<file path="config.mk">
export PLATFORM = sky130hd
export DESIGN_NAME = fifo_ring
export DESIGN_NICKNAME = d
export VERILOG_FILES = /design/src/rtl/fifo_ring_pkg.sv /design/src/rtl/fifo_ring_ptr.sv /design/src/rtl/fifo_ring.sv
export SDC_FILE = /design/constraint.sdc
export NUM_CORES = 1
export LEC_CHECK = 0
export ABC_AREA = 1
export CAP_MARGIN = 10
export CORE_MARGIN = 5
export CORE_UTILIZATION = 60
export CTS_BUF_LIST = sky130_fd_sc_hd__clkbuf_4 sky130_fd_sc_hd__clkbuf_8
export CTS_CLUSTER_DIAMETER = 200
export CTS_CLUSTER_SIZE = 28
export DETAILED_ROUTE_END_ITERATION = 10
export GPL_TIMING_DRIVEN = 0
export PLACE_DENSITY = 0.78
export SYNTH_ARGS = -nofsm -noshare
export SYNTH_HDL_FRONTEND = slang
export SYNTH_SLANG_ARGS = --single-unit
</file>
<file path="constraint.sdc">
create_clock -name clock -period 2.6 [get_ports clock]
set_clock_uncertainty 0.1 [all_clocks]
set_input_delay 0.39 -clock clock [delete_from_list [all_inputs] [get_ports clock]]
set_output_delay 0.39 -clock clock [all_outputs]
set_load 0.005 [all_outputs]
</file>
<file path="src/rtl/fifo_ring_pkg.sv">
// Shared constants, level-width helper and error-flag payload for fifo_ring.
package fifo_ring_pkg;

  localparam int unsigned DEFAULT_WIDTH    = 8;
  localparam int unsigned DEFAULT_DEPTH    = 16;
  localparam int unsigned DEFAULT_AE_LEVEL = 2;

  // Occupancy counter must represent 0..depth inclusive.
  function automatic int unsigned level_width(input int unsigned depth);
    return $clog2(depth + 1);
  endfunction

  typedef struct packed {
    logic overflow;
    logic underflow;
  } err_flags_t;

endpackage

</file>
<file path="src/rtl/fifo_ring_ptr.sv">
// Ring pointer: advances by one per enabled cycle and wraps from DEPTH-1 to 0.
module fifo_ring_ptr #(
  parameter int unsigned DEPTH = 16
) (
  input  logic                     clock,
  input  logic                     reset,
  input  logic                     advance,
  output logic [$clog2(DEPTH)-1:0] ptr
);

  localparam int unsigned PW = $clog2(DEPTH);

  always_ff @(posedge clock) begin
    if (reset) begin
      ptr <= '0;
    end else if (advance) begin
      if (ptr == PW'(DEPTH - 1)) ptr <= '0;
      else                       ptr <= ptr + PW'(1);
    end
  end

endmodule

</file>
<file path="src/rtl/fifo_ring.sv">
// Circular-buffer FIFO with occupancy flags and sticky overflow/underflow.
// Define FIFO_RING_FWFT_EN for first-word-fall-through reads; default is registered read.
module fifo_ring
  import fifo_ring_pkg::*;
#(
  parameter int unsigned WIDTH    = DEFAULT_WIDTH,
  parameter int unsigned DEPTH    = DEFAULT_DEPTH,
  parameter int unsigned AF_LEVEL = DEPTH - 2,
  parameter int unsigned AE_LEVEL = DEFAULT_AE_LEVEL
) (
  input  logic                          clock,
  input  logic                          reset,
  input  logic                          push,
  input  logic [WIDTH-1:0]              data_in,
  input  logic                          pop,
  output logic [WIDTH-1:0]              data_out,
  output logic                          data_valid,
  output logic                          full,
  output logic                          empty,
  output logic                          almost_full,
  output logic                          almost_empty,
  output logic [level_width(DEPTH)-1:0] level,
  output logic                          overflow,
  output logic                          underflow,
  input  logic                          clear_err
);

  localparam int unsigned LW = level_width(DEPTH);
  localparam int unsigned PW = $clog2(DEPTH);

  logic [WIDTH-1:0] mem [DEPTH];
  logic [PW-1:0]    wr_ptr;
  logic [PW-1:0]    rd_ptr;
  logic             pop_ok;
  logic             push_ok;
  err_flags_t       err;

  // A full FIFO may accept a push only when a pop frees a slot in the same cycle.
  assign pop_ok  = pop && !empty;
  assign push_ok = push && (!full || pop_ok);

  assign full         = (level == LW'(DEPTH));
  assign empty        = (level == '0);
  assign almost_full  = (level >= LW'(AF_LEVEL));
  assign almost_empty = (level <= LW'(AE_LEVEL));
  assign overflow     = err.overflow;
  assign underflow    = err.underflow;

  fifo_ring_ptr #(.DEPTH(DEPTH)) u_wr_ptr (
    .clock   (clock),
    .reset   (reset),
    .advance (push_ok),
    .ptr     (wr_ptr)
  );

  fifo_ring_ptr #(.DEPTH(DEPTH)) u_rd_ptr (
    .clock   (clock),
    .reset   (reset),
    .advance (pop_ok),
    .ptr     (rd_ptr)
  );

  always_ff @(posedge clock) begin
    if (push_ok && !reset) mem[wr_ptr] <= data_in;
  end

  always_ff @(posedge clock) begin
    if (reset) begin
      level <= '0;
    end else if (push_ok && !pop_ok) begin
      level <= level + LW'(1);
    end else if (pop_ok && !push_ok) begin
      level <= level - LW'(1);
    end
  end

  // A new error event in the same cycle takes priority over clear_err.
  always_ff @(posedge clock) begin
    if (reset) begin
      err <= '0;
    end else begin
      err.overflow  <= (push && full && !pop) || (err.overflow  && !clear_err);
      err.underflow <= (pop && empty)         || (err.underflow && !clear_err);
    end
  end

`ifdef FIFO_RING_FWFT_EN
  always_comb begin
    data_out   = '0;
    data_valid = !empty;
    if (!empty) data_out = mem[rd_ptr];
  end
`else
  always_ff @(posedge clock) begin
    if (reset) begin
      data_out   <= '0;
      data_valid <= 1'b0;
    end else if (pop_ok) begin
      data_out   <= mem[rd_ptr];
      data_valid <= 1'b1;
    end else begin
      data_out   <= '0;
      data_valid <= 1'b0;
    end
  end
`endif

endmodule

</file>
==> results.ini <==
[status]
status=complete, no violations

[timing]
slew_violations=0
rsz0062_at_grt=no
finalSetupViolCount=0
fmax_mhz=411
setup_ws_ns=0.168
period_share_pct=93.5
finalCriticalPeriod_ns=2.43
final_hold_viol_count=0
tightest_slew_ns=0.881
timing.slew.headroom_pct=41.0

[clock_tree]
cts_tree=built
h-tree-depth=4
clk_path_buf_depth=2
clkLatencyLatePin_ns=0.45
cts.sinks=152
ctsHoldBuffers=0
clkSlewWorstSetupHoldPaths_ns=0.08
cts_resized=0
cts-root-buf=clkbuf_8
cts-buffers-inserted=17
cts_setup_buffers=0

[worst_setup_path]
path_cells=nor2_1 -> nand4_1 -> nand2_2 -> nor2_2 -> nand2_1 -> nor2_1
cp-start-kind=flip-flop
worstSetupPathType=reg2reg
critPathRequiredTime_ns=2.57
r2r-start=level[1]$_SDFFE_PP0P_
cp_common_cell=nor2_1
worstPathArrival_ns=2.40
cp_slowest_stage_delay_ns=0.72
critPathMaxFanout=8
ff2ff_setup_slack_ns=0.17
ff2ff_path_depth=6
endpoint_kind=flip-flop
crit_slowest_cell=nor2_1
timing.rr.end=mem[2][5]$_DFFE_PP_

[routing]
firstDrtPassIters=5
dr.first_iter.drc_count=549
detail-route-antenna-nets=0
wl_mm=14.8
vias_per_cell=5.32
route.detailed.drc=0
wl_per_cell_um=16.6
via_count=4753

[placement]
hpwlAfterDp_mm=9.91
place_area_mm2=0.00718
port_buffers=32
place_ws_ns=-0.242
dp_cells=861
place_congestion=0.923

[synth]
seq_area_frac_synth_pct=64.7
synth_area_per_cell_um2=9.70
synth_seq_cells=152
syn_nets=712
ys_types=27
synth_cells=689
yosys_warnings=0
synth_area_mm2=0.00668

[floorplan]
initial_core_util_pct=61.4
num_io_pins=33
dieArea_mm2=0.0133
die_h_um=116
coreArea_mm2=0.0109
die_w_um=116
num_rows=38

[flow_run]
cap_viol_max_count=0

[grt]
grt_pass1_wl_mm=23.0
grt_overflow_total=0
grt_usage_pct=23.4
grt_max_degree=17
antenna_found_initial=0
first_global_vias=4504

[finish]
fin_cells=893
drive_above_1_share_pct=9.03
finalCoreUtilization_pct=69.7
area_growth_pct=13.7
diodes=0
final_area_mm2=0.00759
fin_nets=763

[pwr]
power.density_mw_per_mm2=851
power.total_mw=6.46
p_leak_nw=3.27
peakVddDrop_mv=0.589

[hold_path]
hold_end=underflow$_SDFF_PP0_
hold_depth=2
worstHoldPathType=reg2reg
min_from=underflow$_SDFF_PP0_

-- kinds of logic (layout without fill, tap and decap cells) --
family	count (synthesis)	in the layout	share of synthesized area, %
xor+xnor	6	6	0.787
buf+inv	135	199	8.56
flops	152	152	64.7
simple gates	357	357	21.7
compound gates	29	29	2.23
fa+ha+maj	10	10	1.99
-- power breakdown --
group,switching (mW),leakage (nW),total (mW),internal (mW)
Combinational,1.08,1.72,1.76,0.681
Sequential,0.0983,1.35,2.85,2.75
Clock,0.866,0.199,1.86,0.990
Total,2.04,3.27,6.46,4.42
-- stage by stage --
step	hold WS (ns)	TNS [ns]
after global placement	0.353	-7.87
after global routing	0.402	0
after floorplan	0.360	0
after CTS	0.368	0
after detailed placement	0.357	-14.59
final	0.367	0
-- registers in the layout, summed over array words and instances (netlist names) --
signal / flops
mem: 128
data_out: 8
level: 5
u_rd_ptr.ptr: 4
u_wr_ptr.ptr: 4
data_valid: 1
overflow: 1
underflow: 1
-- worst max-delay path by stage --
stage                                  endpoint                   from  cells past startpoint  slack (ns)
final                       mem[2][5]$_DFFE_PP_  level[1]$_SDFFE_PP0P_                      6        0.17
after global routing      level[4]$_SDFFE_PP0P_  level[0]$_SDFFE_PP0P_                     12        0.01
after CTS                   mem[2][4]$_DFFE_PP_  level[0]$_SDFFE_PP0P_                      6        0.13
after detailed placement    mem[2][0]$_DFFE_PP_                    pop                      7       -0.24
after global placement      mem[2][3]$_DFFE_PP_                    pop                      7       -0.18
after floorplan           level[4]$_SDFFE_PP0P_  level[0]$_SDFFE_PP0P_                     12        0.43
-- Yosys cell counts --
cell type	count	area share (%)
nand3_1	72	5.4
nor3_2	1	0.15
inv_1	94	5.3
ha_1	9	1.7
a21oi_1	18	1.3
nand2_2	2	0.19
clkbuf_1	6	0.34
or2_1	1	0.094
inv_2	14	0.79
xnor2_1	2	0.26
buf_6	5	0.84
xor2_1	4	0.52
o21ai_1	5	0.37
buf_2	6	0.45
nor2_1	28	1.6
dfxtp_1	24	7.2
nor2_2	2	0.19
clkinv_1	3	0.17
fa_1	1	0.30
nand2_1	250	14
clkinv_2	1	0.075
edfxtp_1	128	58
buf_1	1	0.056
a2111oi_0	1	0.13
o21ai_0	5	0.37
nand4_1	1	0.094
buf_4	5	0.56
-- routing by layer --
metal / track usage [%] / routed length (um) / up-vias
li1: - / - / 2296
met4: 7.75 / 236 / 0
met2: 38.5 / 7150 / 241
met1: 31.4 / 6150 / 2191
met5: 0 / 0 / -
met3: 5.01 / 1280 / 25
-- cell usage in the layout, fill, tap and decap left out --
master           instances
nand2_1                249
edfxtp_1               128
inv_1                   94
nand3_1                 72
clkdlybuf4s50_1         32
nor2_1                  28
dfxtp_1                 24
a21oi_1                 18
clkbuf_8                18
inv_2                   14
ha_1                     9
clkbuf_1                 6
buf_2                    6
buf_6                    5
buf_4                    5
o21ai_1                  5
o21ai_0                  5
clkinv_1                 4
xor2_1                   4
clkinvlp_4               4
nand2_2                  3
clkinv_2                 3
bufinv_16                3
nor2_2                   2
xnor2_1                  2
clkbuf_4                 2
clkinv_4                 2
nand4_1                  1
a2111oi_0                1
buf_1                    1
or2_1                    1
nor3_2                   1
fa_1                     1
-- final cells by class --
cell class	count	area, um^2
buffer	23	150
clock buffer	20	263
clock inverter	12	151
fill	818	3290
inverter	112	422
multi-input combinational	402	1790
sequential	152	4320
tap	140	175
timing repair buffer	32	320
-- critical path: cells and delay by family (launching register included) --
kind	cells	cell delay, ns
flops	1	0.49
simple gates	6	1.46
(Power assumes the default switching activity.)
